**src/rtl/cordic_seq_pkg.sv**
```systemverilog
// cordic_seq_pkg: sequencer state encoding and the angle-range defaults
// shared between the angle sequencer and the CORDIC core.
package cordic_seq_pkg;

    typedef enum logic [1:0] {
        ST_IDLE    = 2'd0,
        ST_ISSUE   = 2'd1,
        ST_WAIT    = 2'd2,
        ST_ADVANCE = 2'd3
    } seq_state_t;

    localparam int DEF_WIDTH     = 8;
    localparam int DEF_N_CH      = 2;
    localparam int DEF_ANGLE_MIN = -74;
    localparam int DEF_ANGLE_MAX = 127;
    localparam int DEF_CH_OFFSET = 32;

    // Number of distinct angles in [amin, amax]
    function automatic int span_of(input int amin, input int amax);
        return amax - amin + 1;
    endfunction

endpackage

```
**src/rtl/angle_wrap_add.sv**
```systemverilog
// angle_wrap_add: signed angle plus non-negative increment, wrapped once
// back into [ANGLE_MIN, ANGLE_MAX]. The increment must not exceed the span.
module angle_wrap_add
    import cordic_seq_pkg::*;
#(
    parameter int WIDTH     = DEF_WIDTH,
    parameter int ANGLE_MIN = DEF_ANGLE_MIN,
    parameter int ANGLE_MAX = DEF_ANGLE_MAX
)(
    input  logic signed [WIDTH-1:0] a,
    input  logic        [WIDTH-1:0] b,
    output logic signed [WIDTH-1:0] sum
);

    localparam logic signed [WIDTH+1:0] MAX_X  = (WIDTH+2)'(ANGLE_MAX);
    localparam logic signed [WIDTH+1:0] SPAN_X = (WIDTH+2)'(span_of(ANGLE_MIN, ANGLE_MAX));

    logic signed [WIDTH+1:0] raw;
    logic signed [WIDTH+1:0] wrapped;

    // Two guard bits keep the sum exact before the single wrap subtraction
    always_comb begin
        raw     = {{2{a[WIDTH-1]}}, a} + {2'b00, b};
        wrapped = raw;
        if (raw > MAX_X) begin
            wrapped = raw - SPAN_X;
        end
        sum = WIDTH'(wrapped);
    end

endmodule

```
**src/rtl/angle_sweep_seq.sv**
```systemverilog
// angle_sweep_seq: sweeps a base angle across [ANGLE_MIN, ANGLE_MAX], issues
// one CORDIC op per channel per point and presents all channel results at once.
// Optional CORDIC watchdog: `define DONE_TIMEOUT_EN.
module angle_sweep_seq
    import cordic_seq_pkg::*;
#(
    parameter int WIDTH       = DEF_WIDTH,
    parameter int N_CH        = DEF_N_CH,
    parameter int ANGLE_MIN   = DEF_ANGLE_MIN,
    parameter int ANGLE_MAX   = DEF_ANGLE_MAX,
    parameter int ANGLE_START = 0,
    parameter int CH_OFFSET   = DEF_CH_OFFSET,
`ifdef DONE_TIMEOUT_EN
    parameter int TIMEOUT_CYCLES = 255,
`endif
    localparam int CH_W = (N_CH > 1) ? $clog2(N_CH) : 1
)(
    input  logic                    DAC_clk,
    input  logic                    rst,
    input  logic                    enable,
    input  logic [WIDTH-1:0]        step,
    output logic                    cordic_start,
    output logic signed [WIDTH-1:0] cordic_angle,
    output logic [CH_W-1:0]         cordic_ch,
    input  logic                    cordic_done,
    input  logic signed [WIDTH-1:0] cordic_result,
    output logic [N_CH*WIDTH-1:0]   sample_out,
    output logic                    sample_valid,
    output logic                    timeout_err
);

    localparam logic [WIDTH-1:0] OFFSET  = WIDTH'(CH_OFFSET);
    localparam logic [CH_W-1:0]  LAST_CH = CH_W'(N_CH - 1);

    seq_state_t              state;
    logic signed [WIDTH-1:0] base;
    logic signed [WIDTH-1:0] ch_angle;
    logic signed [WIDTH-1:0] next_ch_angle;
    logic signed [WIDTH-1:0] next_base;
    logic [CH_W-1:0]         ch;
    logic [N_CH*WIDTH-1:0]   slots;
    logic [N_CH*WIDTH-1:0]   slots_next;

`ifdef DONE_TIMEOUT_EN
    localparam int CNT_W = $clog2(TIMEOUT_CYCLES + 1);
    logic [CNT_W-1:0] wait_cnt;
`else
    assign timeout_err = 1'b0;
`endif

    // Channel angle advances by one offset per channel instead of base + ch*offset,
    // so a single wrap step stays exact for any channel count.
    angle_wrap_add #(
        .WIDTH     (WIDTH),
        .ANGLE_MIN (ANGLE_MIN),
        .ANGLE_MAX (ANGLE_MAX)
    ) u_ch_wrap (
        .a   (ch_angle),
        .b   (OFFSET),
        .sum (next_ch_angle)
    );

    angle_wrap_add #(
        .WIDTH     (WIDTH),
        .ANGLE_MIN (ANGLE_MIN),
        .ANGLE_MAX (ANGLE_MAX)
    ) u_base_wrap (
        .a   (base),
        .b   (step),
        .sum (next_base)
    );

    // Slot set with the current channel's result merged in
    always_comb begin
        slots_next = slots;
        for (int unsigned i = 0; i < N_CH; i++) begin
            if (ch == CH_W'(i)) begin
                slots_next[i*WIDTH +: WIDTH] = cordic_result;
            end
        end
    end

    // Sequencer FSM with registered outputs
    always_ff @(posedge DAC_clk) begin
        if (rst) begin
            state        <= ST_IDLE;
            base         <= WIDTH'(ANGLE_START);
            ch_angle     <= WIDTH'(ANGLE_START);
            ch           <= '0;
            slots        <= '0;
            cordic_start <= 1'b0;
            cordic_angle <= '0;
            cordic_ch    <= '0;
            sample_out   <= '0;
            sample_valid <= 1'b0;
`ifdef DONE_TIMEOUT_EN
            wait_cnt     <= '0;
            timeout_err  <= 1'b0;
`endif
        end else begin
            cordic_start <= 1'b0;
            sample_valid <= 1'b0;
            case (state)
                ST_IDLE: begin
                    if (enable) begin
                        state        <= ST_ISSUE;
                        cordic_start <= 1'b1;
                        cordic_angle <= ch_angle;
                        cordic_ch    <= ch;
                    end
                end
                ST_ISSUE: begin
                    state <= ST_WAIT;
`ifdef DONE_TIMEOUT_EN
                    wait_cnt <= '0;
`endif
                end
                ST_WAIT: begin
                    if (cordic_done) begin
                        slots <= slots_next;
                        if (ch == LAST_CH) begin
                            state        <= ST_ADVANCE;
                            sample_out   <= slots_next;
                            sample_valid <= 1'b1;
                        end else begin
                            state        <= ST_ISSUE;
                            ch           <= ch + 1'b1;
                            ch_angle     <= next_ch_angle;
                            cordic_start <= 1'b1;
                            cordic_angle <= next_ch_angle;
                            cordic_ch    <= ch + 1'b1;
                        end
                    end
`ifdef DONE_TIMEOUT_EN
                    else if (wait_cnt == CNT_W'(TIMEOUT_CYCLES - 1)) begin
                        timeout_err  <= 1'b1;
                        state        <= ST_ISSUE;
                        cordic_start <= 1'b1;
                        cordic_angle <= ch_angle;
                        cordic_ch    <= ch;
                    end else begin
                        wait_cnt <= wait_cnt + 1'b1;
                    end
`endif
                end
                ST_ADVANCE: begin
                    state    <= ST_IDLE;
                    base     <= next_base;
                    ch_angle <= next_base;
                    ch       <= '0;
                end
                default: state <= ST_IDLE;
            endcase
        end
    end

endmodule

```
**config.mk**
```make
export PLATFORM = sky130hd
export DESIGN_NAME = angle_sweep_seq
export DESIGN_NICKNAME = d
export VERILOG_FILES = /design/src/rtl/cordic_seq_pkg.sv /design/src/rtl/angle_wrap_add.sv /design/src/rtl/angle_sweep_seq.sv
export SDC_FILE = /design/constraint.sdc
export NUM_CORES = 1
export LEC_CHECK = 0
export ABC_AREA = 1
export BUFFER_PORTS_ARGS = -buffer_cell sky130_fd_sc_hd__buf_2
export CORE_MARGIN = 8
export CORE_UTILIZATION = 60
export DETAILED_ROUTE_END_ITERATION = 10
export HOLD_SLACK_MARGIN = 0.08
export PLACE_DENSITY = 0.84
export SKIP_LAST_GASP = 1
export SLEW_MARGIN = 15
export SYNTH_ARGS = -nofsm -noshare
export SYNTH_HDL_FRONTEND = slang
export SYNTH_SLANG_ARGS = --single-unit
export TNS_END_PERCENT = 20
```
**constraint.sdc**
```tcl
create_clock -name DAC_clk -period 4.77 [get_ports DAC_clk]
set_input_delay 0.477 -clock DAC_clk [delete_from_list [all_inputs] [get_ports DAC_clk]]
set_output_delay 0.477 -clock DAC_clk [all_outputs]
set_load 0.005 [all_outputs]
```
; Word level (Yosys, flattened, before mapping)
; Index checks and enable logic that the tools add are counted.
[classes]
n_eq_ne = 6
n_lt_le_gt_ge = 2
add_sub_neg = 5
reduce_logical = 10
n_mux = 25
n_bitwise = 2
[op_table]
columns = op, n
row1 = 8-bit 2-to-1 mux, 7
row2 = 8-bit case mux with 2 select lines, 2
row3 = "8-bit by 7-bit subtractor with 8-bit output, second input constant", 2
row4 = 8-bit by 9-bit adder with 10-bit output, 1
row5 = "10-bit by 8-bit greater-than comparator with 1-bit output, second input constant", 1
row6 = "8-bit by 7-bit adder with 9-bit output, second input constant", 1
row7 = "9-bit by 8-bit greater-than comparator with 1-bit output, second input constant", 1
row8 = 1-bit 2-to-1 mux, 9
row9 = 2-bit case mux with 4 select lines, 1
row10 = 2-bit 2-to-1 mux, 3
row11 = "2-bit inequality test, second input constant", 3
row12 = 1-bit case mux with 2 select lines, 3
row13 = 2-bit AND reduction, 3
row14 = 3-bit AND reduction, 2
row15 = "2-bit equality test, second input constant", 2
row16 = 4-bit AND reduction, 1
row17 = 2-bit nonzero test, 2
row18 = 3-bit OR reduction, 1
row19 = "2-bit by 1-bit equality test with 1-bit output, second input constant", 1
row20 = 2-bit logical NOT, 1
row21 = 1-bit inverter, 2
row22 = "1-bit adder, second input constant", 1
[totals]
out_inout_bits = 28
word_cells = 60
regBits = 62

; Depth between registers and ports, before layout
; Gate-level depths: netlist (run 1).
[logic_depth]
ltp_word = 6
mapped_depth = 15

; Modules after synthesis
; Synthesis (run 1) repeated with hierarchy kept, for this count alone.
[hier_totals]
cells_unflattened = 587
hier_area_um2 = 3661.0
[modules_own_cells]
columns = mod, area_each_um2, instances, cells_per_inst
row1 = angle_sweep_seq, 2307.2, 1, 329
row2 = angle_wrap_add at u_ch_wrap, 679.4, 1, 129
row3 = angle_wrap_add at u_base_wrap, 674.4, 1, 129

; Least setup slack after synthesis (run 1)
; OpenSTA, ideal clock, no wires.
[synth_timing]
path_type = input to register
start = input port step[0]
end = register base[7]
setup_slack_ns = 2.574
required_time_ns = 4.638
cell_stages = 12
arrival_time_ns = 2.064
path_cell_list = ha_1 > fa_1 > xnor2_1 > ha_1 > inv_1 > nand3_1 > nand2_1 > nor2_1 > nor2_1 > nand3_1 > nand3_1 > a21oi_1
[synth_between]
elab_chain_cells = 3
word_cells_on_any_way = 4
cone_classes = add/sub (2) / order compare (1) / mux (1)
[synth_rtl]
columns = item, line_no
row1 = start: declaration, angle_sweep_seq.sv:21  ; input logic [WIDTH-1:0] step,
row2 = 8-bit by 9-bit adder with 10-bit output (*), angle_wrap_add.sv:23  ; raw = {{2{a[WIDTH-1]}}, a} + {2'b00, b};
row3 = 8-bit by 7-bit subtractor with 8-bit output or 10-bit by 8-bit greater-than comparator with 1-bit output (tied branches), "angle_wrap_add.sv:26, angle_wrap_add.sv:25"
row4 = 8-bit 2-to-1 mux (*), angle_wrap_add.sv:25  ; if (raw > MAX_X) begin
row5 = end signal: assignment, angle_sweep_seq.sv:87  ; base <= WIDTH'(ANGLE_START);
row6 = end signal: assignment, angle_sweep_seq.sv:148  ; base <= next_base;
row7 = end: declaration, angle_sweep_seq.sv:36  ; logic signed [WIDTH-1:0] base;
; Every way passes the cells marked *; elsewhere a longest branch is shown, timed or not.
; A chain may end at the register's enable or synchronous reset.

; Final worst setup path (run 1)
[layout_timing]
start = register base[0]
end = register base[5]
[layout_between]
elab_chain_cells = 3
word_cells_on_any_way = 4
cone_classes = add/sub (2) / order compare (1) / mux (1)
[layout_rtl]
columns = item, line_no
row1 = 8-bit by 9-bit adder with 10-bit output (*), angle_wrap_add.sv:23
row2 = 8-bit by 7-bit subtractor with 8-bit output or 10-bit by 8-bit greater-than comparator with 1-bit output (tied branches), "angle_wrap_add.sv:26, angle_wrap_add.sv:25"
row3 = 8-bit 2-to-1 mux (*), angle_wrap_add.sv:25
; Marks and branches as above.

==> out/qor.txt, run 1 <==
OUTCOME
-----------------------------------------------------------------------------------
Run status                                                             finished, final reports clean

CLOCK TREE
-----------------------------------------------------------------------------------
Count of buffers added by post-CTS timing repair for setup                        0
Num Clock Sinks                                                                  54
Depth of the CTS H-tree                                                           2
Number of buffers inserted by hold repair at cts                                  0
Clock insertion delay at the later pin of the skew report                   0.31 ns
Buffer depth of the longest clock path                                            2
Clk pin slew, worst setup/hold paths                                        0.10 ns
Resized cells post-CTS                                                            0
Library cell used as clock root buffer                                     clkbuf_8
TritonCTS buffer count                                                            5
CTS tree                                                                        yes

FINISH
-----------------------------------------------------------------------------------
Area Growth Syn to Fin                                                        13.0%
Filler Cells Inserted                                                           395
Number of nets in the layout                                                    492
Count of placed standard cells in the final layout, fillers left out            510
Share of the core filled with cells                                           0.696
Layout cells sized above 1                                                    0.158
Leading cell type in the layout, fill and taps excluded                     nand2_1
Antenna diodes                                                                    0
Top library cells by usage in the layout, fill and taps aside          91 x nand2_1, 54 x dfxtp_1, 46 x nor2_1, 46 x buf_2, 44 x a21oi_1

SETUP PATH
-----------------------------------------------------------------------------------
Critical register-to-register path startpoint                               base[0]
Type of destination of the critical path                                   register
Category of the worst setup path launch point                              register
Data required time at the worst endpoint                                    5.01 ns
CP arrival                                                                  2.54 ns
Reg-to-Reg End                                                              base[5]
Reg-to-reg setup timing slack                                               2.47 ns
Critical path class                                                      reg -> reg
Logic depth of the worst register-to-register path                               11
Critical-path maximum fanout                                                      4

PWR
-----------------------------------------------------------------------------------
Largest voltage drop on the vdd net                                          189 uV
Total leakage power                                                         1.58 nW
PwrDens                                                                 304 nW/um^2

PLACED DESIGN
-----------------------------------------------------------------------------------
Half-perimeter wire length of the detailed placement result                 4960 um
Setup slack at placement                                                    2.25 ns
Total instance count after detailed placement                                   502
Number of buffer cells added on primary ports                                    46
Final RePlAce weighted congestion                                             0.868

YOSYS
-----------------------------------------------------------------------------------
Average cell area after synthesis                                         7.02 um^2
Area fraction of the dominant cell type after synthesis                       0.374
Ranking of synthesized cells by area                                   dfxtp_1 37%, nand2_1 12%, a21oi_1 7.6%, ha_1 6.9%, nor2_1 6.0%
Sequential-to-total area share from yosys stat                                0.374
Number of nets produced by synthesis                                            449
Warnings from Yosys                                                               0
Cell count after synthesis                                                      412
Cell Area, Synth                                                          2890 um^2
Synthesized flop and latch total                                                 54
Largest area contributor in the netlist                                     dfxtp_1
Post-synthesis cell type count                                                   31

HOLD PATH
-----------------------------------------------------------------------------------
Type of the tightest min-delay check                                      in -> reg
Worst Hold Path Cells                                                             3
Origin of the worst min-delay path                                     cordic_result[2]
Endpoint of the worst hold-timing path                                     slots[2]

DIE
-----------------------------------------------------------------------------------
Placeable core region                                                     4690 um^2
Initial cell density of the core                                              0.616
Rows                                                                             25
Die Wd                                                                      85.4 um
Io pins                                                                          48
Die H                                                                       85.4 um
Die outline area                                                          7290 um^2

GLOBAL ROUTING
-----------------------------------------------------------------------------------
Global Route Usage Sum                                                        0.185
Initial antenna violation count                                                   0
Wire length of the first global-routing pass                              11,200 um
Maximum number of pins on one net before global-route repair                     38
Via count of the first global-routing pass                                    2,550
Global-route congestion overflow total                                            0

TIMING
-----------------------------------------------------------------------------------
Slew margin rel.                                                              0.380
Final Slew Violations                                                             0
Tightest Pin Transition                                                    0.929 ns
Maximum achievable frequency                                              0.434 GHz
Hold WS                                                                    0.415 ns
Post-route setup slack                                                      2.47 ns
Minimum clock period                                                        2.30 ns
Final-layout setup total negative slack                                        0 ns
Setup violations, final                                                           0
RSZ-0062 raised after global routing                                             no
Number of failing hold endpoints at the final stage                               0
Worst Clk Skew                                                           0.00989 ns
Final worst-path cycle share                                                  0.483

DRT
-----------------------------------------------------------------------------------
Number of vias in the routed layout                                           2,734
Final routed wirelength across all metal layers                             6680 um
Via density per instance                                                       5.36
Starting DRT DRC Count                                                          127
Final routed DRC violation total                                                  0
Count of nets left with antenna violations after detail routing                   0
Average wire per standard cell                                              13.1 um
Initial DRT Pass Iterations                                                       5

JOB
-----------------------------------------------------------------------------------
Maximum Capacitance Violations                                                    0

power by group:
part | internal, W | switching (W) | leakage, nW | total [W]
Clock | 0.000173 | 0.000154 | 0.0618 | 0.000327
Combinational | 0.0000639 | 0.000110 | 1.08 | 0.000174
Sequential | 0.000474 | 0.0000171 | 0.439 | 0.000491
worst max-delay path, cell delays in order, from the launching register on:
cell and delay [ns]:
dfxtp_1 0.33, ha_1 0.24, fa_1 0.42, xnor2_1 0.29, ha_1 0.20, inv_1 0.06, nand3_1 0.08, nand2_1 0.08
xor2_1 0.16, o21ai_1 0.13, nand2_1 0.10, a21oi_1 0.16
layout make-up:
type	count	area, um^2	area share
timing repair buffer	46	230	0.0705
inverter	46	173	0.0529
clock inverter	2	38.8	0.0119
sequential	54	1080	0.331
clock buffer	6	82.6	0.0253
multi-input combinational	302	1590	0.488
tap	54	67.6	0.0207
synthesized netlist by cell type, drive strengths merged:
cell type,count
clkinv,2
a221oi,1
nand3,31
dfxtp,54
xnor2,3
nor3,1
a21oi,44
inv,44
o21ai,38
nand4,3
nand3b,2
fa,1
a211oi,3
clkbuf,7
buf,3
nor2,53
xor2,8
nand2,96
ha,16
and2,1
conb,1
metrics by stage:
step                instance area [um^2]  total power [W]
floorplan                           2890         0.000624
global placement                    3150         0.000667
detailed placement                  3150         0.000673
CTS                                 3270         0.000996
global route                        3270          0.00104
finish                              3270         0.000992
state kept, by name, indices dropped and copies added (netlist names):
name / cells
sample_out: 16
state: 2
sample_valid: 1
base: 8
cordic_start: 1
cordic_ch: 1
cordic_angle: 8
ch: 1
slots: 8
ch_angle: 8
metal layers:
layer | up-vias | part of all wire | track usage
met1 | 1244 | 0.47 | 0.231
met3 | 8 | 0.053 | 0.0521
met2 | 63 | 0.46 | 0.296
met5 | - | 0 | 0
met4 | 0 | 0.016 | 0.0669
li1 | 1419 | - | -
worst max path at each step:
stage | from | to | slack [ns] | depth (start not counted)
after floorplan | step[0] | base[7] | 2.57 | 12
after global placement | step[0] | base[7] | 2.37 | 14
after detailed placement | step[0] | ch_angle[5] | 2.25 | 12
after CTS | base[0] | base[5] | 2.46 | 11
after global routing | base[0] | base[5] | 2.25 | 11
final | base[0] | base[5] | 2.47 | 11
kinds of logic after synthesis:
kind of cell	synth area share
flip-flops	0.374
AND/OR/NAND/NOR	0.287
AO/OA/AOI/OAI	0.154
adder cells (fa/ha/maj)	0.0762
buffers and inverters	0.0745
XOR/XNOR	0.0333
other	0.00130
Power figures use the tool's default switching activity.
==> run 2: changes to the inputs <==
--- a/config.mk
+++ b/config.mk
@@ -5,13 +5,13 @@
 export SDC_FILE = /design/constraint.sdc
 export NUM_CORES = 1
 export LEC_CHECK = 0
-export ABC_AREA = 1
+export ABC_AREA = 0
 export BUFFER_PORTS_ARGS = -buffer_cell sky130_fd_sc_hd__buf_2
 export CORE_MARGIN = 8
-export CORE_UTILIZATION = 60
+export CORE_UTILIZATION = 50
 export DETAILED_ROUTE_END_ITERATION = 10
 export HOLD_SLACK_MARGIN = 0.08
-export PLACE_DENSITY = 0.84
+export PLACE_DENSITY = 0.75
 export SKIP_LAST_GASP = 1
 export SLEW_MARGIN = 15
 export SYNTH_ARGS = -nofsm -noshare
==> constraint.sdc (replaced) <==
create_clock -name DAC_clk -period 2 [get_ports DAC_clk]
set_input_delay 0.2 -clock DAC_clk [delete_from_list [all_inputs] [get_ports DAC_clk]]
set_output_delay 0.2 -clock DAC_clk [all_outputs]
set_load 0.005 [all_outputs]
==> run 2 against run 1 <==
Compared with the run above: the run now ends with setup timing left; design area is 14% higher; final cell count is 2.7% higher; maximum frequency decreased by 8.6%; critical path depth unchanged; count of clock-buffer cells in the layout fell by 1; sequential share of layout area decreased by 4.0 points; worst hold slack got worse by 0.30 ns; synthesized cell count shrank 11%; setup slack got worse by 3.0 ns; core utilization fell by 2.4 points; clock skew decreased by 0.00072 ns; largest cell class unchanged.
==> out/qor.txt, run 2 <==
GLOBAL ROUTING
-----------------------------------------------------------------------------------
Initial antenna violation count                                                   0
Wire length of the first global-routing pass                              12,600 um
Via count of the first global-routing pass                                    2,746
Global-route congestion overflow total                                            0
Global Route Usage Sum                                                        0.177
Maximum number of pins on one net before global-route repair                     21

YOSYS
-----------------------------------------------------------------------------------
Ranking of synthesized cells by area                                   dfxtp_1 37%, nand2_1 9.2%, a21oi_1 8.3%, ha_1 6.9%, nor2_1 3.2%
Combinational family with the most area after synthesis                simple AND/OR/NAND/NOR gates
Warnings from Yosys                                                               0
Number of nets produced by synthesis                                            402
Xor/xnor cell area share of the yosys netlist                                0.0398
Share of synthesized area spent on multiplexers                              0.0104
Cell Area, Synth                                                          2890 um^2
Number of flops mapped to enable cells by yosys                                   0
Sequential-to-total area share from yosys stat                                0.374
Commonest register cell after synthesis                                     dfxtp_1
Largest area contributor in the netlist                                     dfxtp_1
Fraction of the mapped netlist area in compound gates                         0.213
Post-synthesis cell type count                                                   56
Adder and majority cell fraction of the synthesized area                     0.0762
Simple-Gate Fraction of Synth Area                                            0.240
Top cells by count, synth                                              71 x nand2_1, 54 x dfxtp_1, 48 x a21oi_1, 25 x nor2_1
Synth async-reset ratio                                                           0
Synthesized flop and latch total                                                 54
Cell count after synthesis                                                      365
Average cell area after synthesis                                         7.92 um^2
Cell with the most instances after synthesis                                nand2_1
Area fraction of the dominant cell type after synthesis                       0.374

DIE
-----------------------------------------------------------------------------------
Die H                                                                       92.0 um
Initial cell density of the core                                              0.522
Io pins                                                                          48
Die Wd                                                                      92.0 um
Placeable core region                                                     5540 um^2
Rows                                                                             27
Die outline area                                                          8470 um^2

TIMING
-----------------------------------------------------------------------------------
Minimum clock period                                                        2.52 ns
Number of failing hold endpoints at the final stage                               0
Slew margin rel.                                                              0.561
Tightest Pin Transition                                                    0.657 ns
Maximum achievable frequency                                              0.397 GHz
Worst Clk Skew                                                           0.00917 ns
Final Slew Violations                                                             0
Final worst-path cycle share                                                   1.26
Post-route setup slack                                                    -0.520 ns
Setup violations, final                                                          21
RSZ-0062 raised after global routing                                            yes

SETUP PATH
-----------------------------------------------------------------------------------
Critical path class                                                      reg -> reg
Origin of the worst setup path                                              base[0]
Cells traversed along the worst timing path                            ha_4, fa_2, a21oi_4, o211ai_1, buf_4, o31ai_4, o211ai_1, a22oi_4, buf_6, mux2i_4, a22o_1
Worst path bufs/invs                                                              2
Category of the worst setup path launch point                              register
Worst-path cell with the longest stage delay                                   fa_2
Critical-path maximum fanout                                                      6
CP arrival                                                                  2.78 ns
Critical register-to-register path startpoint                               base[0]
Type of destination of the critical path                                   register
Top delay family on crit path                                          compound AO/OA/AOI/OAI gates
Largest incremental delay on the critical path                              0.36 ns
Cell repeated most along the worst path                                    o211ai_1
Data required time at the worst endpoint                                    2.26 ns

PLACED DESIGN
-----------------------------------------------------------------------------------
Total instance count after detailed placement                                   511
Setup slack at placement                                                  -0.557 ns
Final RePlAce weighted congestion                                             0.897
Half-perimeter wire length of the detailed placement result                 5590 um
Number of buffer cells added on primary ports                                    46

DRT
-----------------------------------------------------------------------------------
Number of vias in the routed layout                                           2,862
Via density per instance                                                       5.46
Initial DRT Pass Iterations                                                       4
Starting DRT DRC Count                                                          166
Count of nets left with antenna violations after detail routing                   0
Final routed DRC violation total                                                  0
Average wire per standard cell                                              14.2 um
Final routed wirelength across all metal layers                             7450 um

PWR
-----------------------------------------------------------------------------------
Total leakage power                                                         1.59 nW
PwrDens                                                                 631 nW/um^2
Total power draw                                                          0.00235 W
Largest voltage drop on the vdd net                                          375 uV

CLOCK TREE
-----------------------------------------------------------------------------------
CTS tree                                                                        yes
Clk pin slew, worst setup/hold paths                                        0.10 ns
Number of buffers inserted by hold repair at cts                                  0
Library cell used as clock root buffer                                     clkbuf_8
Clock insertion delay at the later pin of the skew report                   0.32 ns
Num Clock Sinks                                                                  54
TritonCTS buffer count                                                            5
Depth of the CTS H-tree                                                           2
Buffer depth of the longest clock path                                            2

FINISH
-----------------------------------------------------------------------------------
Antenna diodes                                                                    0
Filler Cells Inserted                                                           520
Area Growth Syn to Fin                                                        28.9%
Count of placed standard cells in the final layout, fillers left out            524
Sequential standard cell area                                             1080 um^2
Top library cells by usage in the layout, fill and taps aside          71 x nand2_1, 52 x dfxtp_1, 51 x buf_4
Top register by number of flip-flops                                     sample_out
Flip-flop count of the largest register, all copies and words added              16
Leading cell type in the layout, fill and taps excluded                     nand2_1
Share of the core filled with cells                                           0.672
Multi-input gate area                                                     1750 um^2
Number of nets in the layout                                                    488
Layout cells sized above 1                                                    0.274

OUTCOME
-----------------------------------------------------------------------------------
Run status                                                             finished with violations
Failing checks                                                         setup timing

HOLD PATH
-----------------------------------------------------------------------------------
Origin of the worst min-delay path                                     cordic_result[6]
Type of the tightest min-delay check                                      in -> reg

JOB
-----------------------------------------------------------------------------------
Maximum Capacitance Violations                                                    0

[run 2: cell count changes after synthesis, moves of 5 or more]
cell      before  now
clkbuf_1       7   16
a211oi_1       3    8
nand2_1       91   71
inv_2          5    0
nor3_1         1   12
inv_1         39   11
nor2_1        46   25
nand3_1       31   16
o21ai_0       33    8
[run 2: report_power, final]
| part | switching [W] | internal [W] |
|---|---|---|
| logic | 0.000239 | 0.000218 |
| registers | 0.0000232 | 0.00111 |
| clock network | 0.000378 | 0.000380 |
[run 2: worst reg2reg max path: stages (launching register included)]
cell,delay [ns]
dfxtp_2,0.35
ha_4,0.16
fa_2,0.36
a21oi_4,0.15
o211ai_1,0.11
buf_4,0.16
o31ai_4,0.17
o211ai_1,0.18
a22oi_4,0.29
buf_6,0.16
mux2i_4,0.23
a22o_1,0.15
[run 2: final cells by class]
type / instances / area share
clock buffers: 5 / 0.0185
clock inverters: 3 / 0.0128
inverters: 12 / 0.0121
multi-input cells: 279 / 0.471
flip-flops and latches: 54 / 0.291
well taps: 72 / 0.0242
repair buffers: 99 / 0.171
[run 2: per-stage QoR]
step / hold WS, ns / instance area (um^2) / TNS (ns)
after global placement: 0.435 / 3510 / -5.94
after floorplan: 0.336 / 2910 / -5.42
after global routing: 0.119 / 3720 / -10.16
after detailed placement: 0.445 / 3510 / -7.43
after CTS: 0.108 / 3680 / -8.10
final: 0.118 / 3720 / -7.39
[run 2: final timing paths]
check / end / slack, ns / cells after the start
setup / recovery: base[2] / -0.52 / 11
hold / removal: slots[6] / 0.12 / 3
setup reg to reg: base[2] / -0.52 / 11
hold reg to reg: sample_out[15] / 0.46 / 2
[run 2: metal layers]
layer  wire length, um  global-route usage
met1              3380               0.229
met2              3510               0.279
met3               401              0.0342
met4               161              0.0765
met5                 0                   0
[run 2: repair_timing]
item,4_1_cts,5_1_grt
setup endpoints to repair,21,21
buffers inserted,5,0
resized for setup,7,7
cloned,0,0
pin swaps,8,5
[run 2: kinds of logic (layout without fill, tap and decap cells)]
kind of cell | Yosys count | after routing
compound gates | 95 | 95
xor+xnor | 11 | 11
fa+ha+maj | 17 | 17
buf+inv | 32 | 119
flops | 54 | 54
mux | 3 | 3
other cells | 1 | 1
simple gates | 152 | 152
==> run 3: changes to the inputs <==
--- a/config.mk
+++ b/config.mk
@@ -8,10 +8,11 @@
 export ABC_AREA = 0
 export BUFFER_PORTS_ARGS = -buffer_cell sky130_fd_sc_hd__buf_2
 export CORE_MARGIN = 8
-export CORE_UTILIZATION = 50
+export CORE_UTILIZATION = 52
+export CTS_BUF_LIST = sky130_fd_sc_hd__clkbuf_4
 export DETAILED_ROUTE_END_ITERATION = 10
 export HOLD_SLACK_MARGIN = 0.08
-export PLACE_DENSITY = 0.75
+export PLACE_DENSITY = 0.77
 export SKIP_LAST_GASP = 1
 export SLEW_MARGIN = 15
 export SYNTH_ARGS = -nofsm -noshare
==> run 3 against run 2 <==
Compared with the run above: the run still ends with setup timing left; setup slack got worse by 0.035 ns; design area increased by 1.5%; flip-flop and latch count unchanged; count of clock-buffer cells in the layout unchanged; critical endpoint is now base[6]; largest power group unchanged; highest routed layer unchanged.
==> out/qor.txt, run 3 (synthesis gave the netlist of run 2 again) <==
OUTCOME
-----------------------------------------------------------------------------------
Run status                                                             finished with violations
Failing checks                                                         setup timing

TIMING
-----------------------------------------------------------------------------------
Post-route setup slack                                                    -0.554 ns
RSZ-0062 raised after global routing                                            yes
Final Slew Violations                                                             0
Final worst-path cycle share                                                   1.28
Number of failing hold endpoints at the final stage                               0
Tightest Pin Transition                                                    0.628 ns
Setup violations, final                                                          19
Maximum achievable frequency                                              0.391 GHz
Final-layout setup total negative slack                                    -7.19 ns
Minimum clock period                                                        2.55 ns
Worst Clk Skew                                                           0.00868 ns
Slew margin rel.                                                              0.580

CLOCK TREE
-----------------------------------------------------------------------------------
Clock insertion delay at the later pin of the skew report                   0.36 ns
Library cell used as clock root buffer                                     clkbuf_4
Num Clock Sinks                                                                  54
TritonCTS buffer count                                                            5
CTS tree                                                                        yes
Buffer depth of the longest clock path                                            2
Depth of the CTS H-tree                                                           2
Clk pin slew, worst setup/hold paths                                        0.15 ns

DIE
-----------------------------------------------------------------------------------
Die outline area                                                          8200 um^2
Initial cell density of the core                                              0.531
Io pins                                                                          48
Die H                                                                       90.6 um
Rows                                                                             27
Placeable core region                                                     5440 um^2
Die Wd                                                                      90.6 um

FINISH
-----------------------------------------------------------------------------------
Top library cells by usage in the layout, fill and taps aside          71 x nand2_1, 51 x buf_4, 50 x dfxtp_1
Number of nets in the layout                                                    495
Top register by number of flip-flops                                     sample_out
Layout cells sized above 1                                                    0.277
Flip-flop count of the largest register, all copies and words added              16
Area Growth Syn to Fin                                                        30.8%
Count of placed standard cells in the final layout, fillers left out            530
Leading cell type in the layout, fill and taps excluded                     nand2_1
Antenna diodes                                                                    0

DRT
-----------------------------------------------------------------------------------
Average wire per standard cell                                              14.4 um
Number of vias in the routed layout                                           2,886
Count of nets left with antenna violations after detail routing                   0
Final routed DRC violation total                                                  0
Via density per instance                                                       5.45
Final routed wirelength across all metal layers                             7650 um
Initial DRT Pass Iterations                                                       4
Starting DRT DRC Count                                                          152

PWR
-----------------------------------------------------------------------------------
Largest voltage drop on the vdd net                                          334 uV
Total leakage power                                                         1.59 nW
Total power draw                                                          0.00218 W
PwrDens                                                                 577 nW/um^2

SETUP PATH
-----------------------------------------------------------------------------------
Data required time at the worst endpoint                                    2.31 ns
Type of destination of the critical path                                   register
Critical path class                                                      reg -> reg
CP arrival                                                                  2.87 ns
Category of the worst setup path launch point                              register
Critical-path maximum fanout                                                      5

PLACED DESIGN
-----------------------------------------------------------------------------------
Number of buffer cells added on primary ports                                    46
Total instance count after detailed placement                                   511
Final RePlAce weighted congestion                                             0.909
Half-perimeter wire length of the detailed placement result                 5770 um

JOB
-----------------------------------------------------------------------------------
Maximum Capacitance Violations                                                    0

GLOBAL ROUTING
-----------------------------------------------------------------------------------
Maximum number of pins on one net before global-route repair                     29
Initial antenna violation count                                                   0
Global Route Usage Sum                                                        0.181
Wire length of the first global-routing pass                              12,700 um
Global-route congestion overflow total                                            0
Via count of the first global-routing pass                                    2,763

HOLD PATH
-----------------------------------------------------------------------------------
Type of the tightest min-delay check                                      in -> reg

-- run 3: area by class of cell --
cell class,instances,area (um^2)
fillers,444,1660
flip-flops and latches,54,1090
inverters,12,45.0
well taps,72,90.1
clock inverters,2,38.8
repair buffers,105,693
multi-input cells,280,1790
clock buffers,5,37.5
-- run 3: where the power goes --
part,total (W),internal [W],switching (W)
Clock,0.000587,0.000259,0.000327
Combinational,0.000460,0.000220,0.000240
Sequential,0.00114,0.00111,0.0000226
-- run 3: timing repair --
item / CTS / global route
gates cloned: 0 / 1
pin swaps: 1 / 2
hold buffers: 8 / 0
resized for setup: 1 / 13
setup endpoints to repair: 20 / 21
hold endpoints to repair: 16 / 0
buffers inserted: 0 / 3
-- run 3: critical path: stages, from the launching register on --
cell      delay (ns)
dfxtp_2         0.36
ha_4            0.16
fa_2            0.36
a21oi_2         0.16
o211ai_1        0.14
nor4_1          0.24
o311a_1         0.23
a21o_4          0.13
a22oi_4         0.10
or4_4           0.55
nand4_1         0.10
-- run 3: worst paths after layout --
path / end / cells after the start / start / slack, ns
max: base[6] / 10 / base[0] / -0.55
min: cordic_start / 3 / enable / 0.12
max reg2reg: base[6] / 10 / base[0] / -0.55
min reg2reg: sample_out[15] / 2 / sample_out[15] / 0.46
-- run 3: layer usage --
metal | up-vias | wire length (um) | global-route usage
met2 | 74 | 3700 | 0.303
met1 | 1320 | 3460 | 0.228
met5 | - | 0 | 0
met3 | 15 | 372 | 0.0349
met4 | 0 | 126 | 0.0583
li1 | 1477 | - | -
-- run 3: per-stage QoR --
stage                     cell area, um^2  hold WS (ns)  setup slack, ns  utilization
after floorplan                      2910         0.336           -0.348            -
after global placement               3510         0.438           -0.444        0.645
after detailed placement             3510         0.443           -0.525        0.645
after CTS                            3670         0.101           -0.537        0.674
after global routing                 3780         0.114           -0.703        0.695
final                                3780         0.116           -0.554        0.695
